$ cat src/rtl/rv32i_store_unit.sv
// RV32I store path: decodes SB/SH/SW, picks a byte-lane memory region and emits
// registered lane-aligned beats; word-crossing stores are split into two beats.
module rv32i_store_unit #(
    parameter int NUM_REGIONS = 2,
    parameter logic [NUM_REGIONS*32-1:0] REGION_BASE = {32'h0000C000, 32'h00008000},
    parameter logic [NUM_REGIONS*8-1:0]  REGION_BITS = {8'd13, 8'd14}
) (
    input  logic                     clk,
    input  logic                     reset,
    input  logic                     req_valid,
    output logic                     req_ready,
    input  logic [2:0]               req_funct3,
    input  logic [31:0]              req_addr,
    input  logic [31:0]              req_data,
    output logic [4*NUM_REGIONS-1:0] mem_we,
    output logic [31:0]              mem_addr,
    output logic [31:0]              mem_wdata,
    output logic                     store_done,
    output logic                     store_fault,
    output logic                     busy
);

    typedef enum logic {IDLE = 1'b0, SPLIT = 1'b1} state_t;

    state_t                   state, state_next;
    logic [31:0]              word_a, word_b, rot;
    logic [5:0]               rot_sh;
    logic [3:0]               size_lanes;
    logic                     size_ok;
    logic [7:0]               lanes;
    logic                     split, legal;
    logic [NUM_REGIONS-1:0]   hit_a, hit_b;
    logic [2:0]               idx_a, idx_b;

    logic [4*NUM_REGIONS-1:0] we_d, b1_we;
    logic [31:0]              addr_d, wdata_d, b1_addr, b1_data;
    logic                     done_d, fault_d, load_b1;

    function automatic logic [31:0] lane_mask(input logic [3:0] l);
        return {{8{l[3]}}, {8{l[2]}}, {8{l[1]}}, {8{l[0]}}};
    endfunction

    function automatic logic [4*NUM_REGIONS-1:0] region_we(input logic [2:0] idx,
                                                           input logic [3:0] l);
        logic [4*NUM_REGIONS-1:0] v;
        v = '0;
        for (int r = 0; r < NUM_REGIONS; r++)
            if (idx == 3'(r)) v[4*r +: 4] = l;
        return v;
    endfunction

    assign word_a = {req_addr[31:2], 2'b00};
    assign word_b = word_a + 32'd4;
    assign rot_sh = {1'b0, req_addr[1:0], 3'b000};
    // A zero rotate shifts right by 32, which yields 0 and leaves the data intact.
    assign rot    = (req_data << rot_sh) | (req_data >> (6'd32 - rot_sh));

    always_comb begin
        size_lanes = 4'b0000;
        size_ok    = 1'b1;
        case (req_funct3)
            3'b000:  size_lanes = 4'b0001;
            3'b001:  size_lanes = 4'b0011;
            3'b010:  size_lanes = 4'b1111;
            default: size_ok    = 1'b0;
        endcase
    end

    // Lanes 4..7 spill into the next word; rotation already places them on lanes 0..3.
    assign lanes = {4'b0000, size_lanes} << req_addr[1:0];
    assign split = |lanes[7:4];

    for (genvar r = 0; r < NUM_REGIONS; r++) begin : g_region
        localparam int          SHIFT = int'(REGION_BITS[8*r +: 8]);
        localparam logic [31:0] BASE  = REGION_BASE[32*r +: 32];
        assign hit_a[r] = (word_a >> SHIFT) == (BASE >> SHIFT);
        assign hit_b[r] = (word_b >> SHIFT) == (BASE >> SHIFT);
    end

    always_comb begin
        idx_a = '0;
        idx_b = '0;
        for (int r = NUM_REGIONS - 1; r >= 0; r--) begin
            if (hit_a[r]) idx_a = 3'(r);
            if (hit_b[r]) idx_b = 3'(r);
        end
    end

    assign legal     = size_ok && (|hit_a) && (!split || (|hit_b));
    assign req_ready = (state == IDLE) && !reset;
    assign busy      = (state == SPLIT);

    always_comb begin
        state_next = state;
        we_d       = '0;
        addr_d     = '0;
        wdata_d    = '0;
        done_d     = 1'b0;
        fault_d    = 1'b0;
        load_b1    = 1'b0;
        case (state)
            IDLE: begin
                if (req_valid) begin
                    if (legal) begin
                        we_d    = region_we(idx_a, lanes[3:0]);
                        addr_d  = word_a;
                        wdata_d = rot & lane_mask(lanes[3:0]);
                        if (split) begin
                            state_next = SPLIT;
                            load_b1    = 1'b1;
                        end else begin
                            done_d = 1'b1;
                        end
                    end else begin
                        fault_d = 1'b1;
                    end
                end
            end
            SPLIT: begin
                we_d       = b1_we;
                addr_d     = b1_addr;
                wdata_d    = b1_data;
                done_d     = 1'b1;
                state_next = IDLE;
            end
        endcase
    end

    always_ff @(posedge clk) begin
        if (reset) begin
            state       <= IDLE;
            mem_we      <= '0;
            mem_addr    <= '0;
            mem_wdata   <= '0;
            store_done  <= 1'b0;
            store_fault <= 1'b0;
        end else begin
            state       <= state_next;
            mem_we      <= we_d;
            mem_addr    <= addr_d;
            mem_wdata   <= wdata_d;
            store_done  <= done_d;
            store_fault <= fault_d;
        end
    end

    // Second-beat holding registers, captured when a split store is accepted.
    always_ff @(posedge clk) begin
        if (reset) begin
            b1_we   <= '0;
            b1_addr <= '0;
            b1_data <= '0;
        end else if (load_b1) begin
            b1_we   <= region_we(idx_b, lanes[7:4]);
            b1_addr <= word_b;
            b1_data <= rot & lane_mask(lanes[7:4]);
        end
    end

endmodule

$ cat config.mk
export PLATFORM = sky130hd
export DESIGN_NAME = rv32i_store_unit
export DESIGN_NICKNAME = d
export VERILOG_FILES = /design/src/rtl/rv32i_store_unit.sv
export SDC_FILE = /design/constraint.sdc
export NUM_CORES = 1
export LEC_CHECK = 0
export ABC_AREA = 1
export CORE_MARGIN = 4
export CORE_UTILIZATION = 25
export CTS_BUF_LIST = sky130_fd_sc_hd__clkbuf_2 sky130_fd_sc_hd__clkbuf_4 sky130_fd_sc_hd__clkbuf_8
export DETAILED_ROUTE_END_ITERATION = 8
export GPL_TIMING_DRIVEN = 0
export PLACE_DENSITY = 0.47
export SLEW_MARGIN = 10
export SYNTH_ARGS = -nofsm -noshare
export SYNTH_HDL_FRONTEND = slang
export SYNTH_SLANG_ARGS = --single-unit
$ cat constraint.sdc
create_clock -name clk -period 3.19 [get_ports clk]
set_input_delay 0.638 -clock clk [delete_from_list [all_inputs] [get_ports clk]]
set_output_delay 0.638 -clock clk [all_outputs]
set_load 0.01 [all_outputs]
==> metrics.md <==
| Metric | Value |
|---|---|
| Run status | `completed` |
| Post-synth ARST share | `0%` |
| Die X | `174 um` |
| Slew Limit Fails | `0` |
| Antenna Nets Post-Route | `0` |
| Pre-Repair DR Iteration Count | `5` |
| DRC | `0` |
| Fin crit share | `93.6%` |
| Die area | `30300 um2` |
| Routed WL | `24100 um` |
| WP buf/inv | `5` |
| Int Pwr | `2.66 mW` |
| Static Leak | `4.15 nW` |
| Violation count after the first detailed-route iteration | `397` |
| CP endpoint kind | `register` |
| CTS tree | `done` |
| Area grow syn2layout | `36.7%` |
| Htree depth | `4` |
| GRT met3 Usage | `2.98%` |
| Wire per inst | `14.8 um` |
| Max Cap Viol | `0` |
| Leading area contributor after synthesis | `dfxtp_1` |
| Final Skew | `11.4 ps` |
| Achievable Freq | `335 MHz` |
| Largest net degree at the start of global routing | `17` |
| Final Hold Fails | `0` |
| Global-route wire length before repair | `38700 um` |
| Critical Path Fanout Max | `10` |
| Initial antenna violation count | `4` |
| Area contributors post-synth | `dfxtp_1 39%, nand2_1 17%, nor2_1 9.3%, inv_1 8.4%, a21oi_1 8.2%` |
| RSZ-0062 raised after global routing | `no` |
| Post-synthesis cell type count | `41` |
| Vias in the first global route | `7228` |
| Worst endpoint required time | `3560 ps` |
| Most used cell, CP | `inv_1` |
| Mapped Cells | `1102` |
| CTS clk-pin slew, worst paths | `80 ps` |
| Power Dens Cells | `388 nW/um2` |
| Part of the power in registers | `45.3%` |
| Via Count | `7315` |
| GRT overflow | `0` |
| Max IR drop VDD | `0.203 mV` |
| Register area share after synthesis | `38.6%` |
| Dominant synthesized flop cell | `dfxtp_1` |
| Synth top area share | `38.6%` |
| Logic gate share of total power | `12.4%` |
| Die H | `174 um` |
| Synth Cell Area | `6900 um2` |
| GR Util met1 | `21.1%` |
| Starting Density | `25.5%` |
| Top-Level Pins | `146` |
| Fin nets | `1344` |
| Cell with the most instances after synthesis | `nand2_1` |
| Yosys reg bits | `133` |
| Switching Power | `1.00 mW` |
| Drt via density | `4.50` |
| Share of cells above drive strength 1 | `8.57%` |
| Crit Path Category | `in -> reg` |
| Finished Layout Cells | `1626` |
| GR Util All Layers | `15.9%` |
| Site Rows | `60` |
| Clk buf depth | `2` |
| Fin crit period | `2990 ps` |
| Top Family by Delay on Critical Path | `buffers and inverters` |
| Worst-Skew Late Latency | `450 ps` |
| Setup violations, final | `0` |
| Clk pwr share | `42.4%` |
| Gr busiest metal | `met2` |
| Filler Cells Inserted | `3000` |
| CP arrival | `3360 ps` |
| EDFF count, synth | `0` |
| Slew at the pin closest to its max-slew limit | `891 ps` |
| Worst setup SP type | `input port` |
| Slowest CP cell | `o21ai_0` |
| TritonCTS Sinks | `133` |
| Dpl hpwl | `18500 um` |
| Routability cong. | `0.863` |
| Critical path, cell by cell | `clkbuf_1 -> clkinv_2 -> clkbuf_2 -> ha_1 -> inv_1 -> nor2_2 -> inv_1 -> o21ai_0 -> nand2_1 -> a21oi_1` |
| PortBufs | `140` |
| Relative slew margins | `40.4%` |
| Crit-path max cell delay | `440 ps` |
| Tightest Hold Check Type | `reg -> reg` |
| Grt met2 use | `25.9%` |
| Total CTS buffers | `17` |
| Std-Cell Core Area | `27000 um2` |
| Power, Total | `3.66 mW` |
| Syn_area_per_cell | `6.26 um2` |
| Synth Warn # | `0` |
| DP Cell Count | `1584` |
| Synth top cells by count | `304 x nand2_1, 171 x nor2_1, 154 x inv_1` |
| Switching Fraction | `27.4%` |
| Root buf cell | `clkbuf_8` |
==> cell type report <==
class	instances	area (um2)	area share (%)
Antenna cell	1	2.50	0.0265
Buffer	50	240	2.55
Clock buffer	20	275	2.92
Clock inverter	11	149	1.58
Inverter	158	599	6.35
Multi-Input combinational cell	761	3540	37.5
Sequential cell	133	2660	28.2
Tap cell	341	427	4.52
Timing Repair Buffer	151	1540	16.3
==> cells by family after synthesis <==
| logic type | synth area share, % |
|---|---|
| fa+ha+maj | 0.362 |
| buf+inv | 12.1 |
| flops | 38.6 |
| other cells | 0.0543 |
| simple gates | 34.7 |
| xor+xnor | 1.02 |
| compound gates | 13.2 |
==> worst paths after layout <==
path,start,end,slack [ps],cells past startpoint
setup / recovery,req_addr[1],mem_wdata[2],200,10
hold / removal,b1_addr[30],mem_addr[30],430,2
setup reg to reg,busy,b1_we[1],1190,7
hold reg to reg,b1_addr[30],mem_addr[30],430,2
==> layer usage <==
layer  part of all wire, %  up-vias
met5                  0.14        -
met4                   2.4        6
met3                   4.4       41
met2                    45      179
met1                    48     3314
li1                      -     3775
==> worst reg2reg max path, stage by stage, from the launching register on <==
cell and delay [ps]:
dfxtp_1 330, clkbuf_1 490, inv_1 240, nand4_2 170, buf_4 200, buf_2 310, a21oi_1 80, nor2_1 130
==> placed cells by master (no fill, tap or decap), types with 6 or more instances in the layout <==
| master | n |
|---|---|
| or2_2 | 7 |
| buf_4 | 13 |
| o21ai_1 | 8 |
| clkbuf_1 | 30 |
| dlymetal6s2s_1 | 13 |
| nand2_1 | 300 |
| nor2_1 | 161 |
| o22ai_1 | 14 |
| clkdlybuf4s50_1 | 124 |
| nor2_2 | 10 |
| a21oi_1 | 108 |
| nand3_1 | 54 |
| nor3_1 | 9 |
| o21ai_0 | 20 |
| nor2_4 | 15 |
| buf_1 | 6 |
| dfxtp_1 | 133 |
| nand2_2 | 7 |
| inv_1 | 154 |
| clkbuf_8 | 20 |
==> per-stage QoR <==
stage,setup WS (ps),hold WS [ps],setup TNS [ps],utilization (%),cell area [um2]
after detailed placement,-1130,422,-71700,32.3,8740
final,205,429,0,34.9,9430
after global routing,3.26,440,0,34.9,9430
after floorplan,315,410,0,-,6910
after global placement,-1100,422,-70190,32.3,8730
after CTS,3.22,433,0,34.4,9290
==> power by group through the flow <==
stage	clock network (mW)	registers (mW)	logic, mW
final	1.55	1.66	0.453
after global routing	1.67	1.66	0.503
after CTS	1.60	1.66	0.446
after detailed placement	0	1.70	0.440
after global placement	0	1.70	0.440
after floorplan	0	1.70	0.231
==> state kept, by name, indices dropped and copies added (netlist names) <==
register,flops
mem_we,8
mem_addr,30
busy,1
b1_data,24
mem_wdata,32
store_fault,1
b1_addr,30
store_done,1
b1_we,6
==> timing repair <==
| item | in CTS | in global routing |
|---|---|---|
| pin swaps | 3 | 3 |
| hold buffers | 0 | 0 |
| resized for setup | 20 | 35 |
| gates cloned | 0 | 0 |
| buffers inserted | 7 | 4 |
| endpoints found under the setup margin | 102 | 102 |
Note: power is estimated with default switching activity, not from simulation.
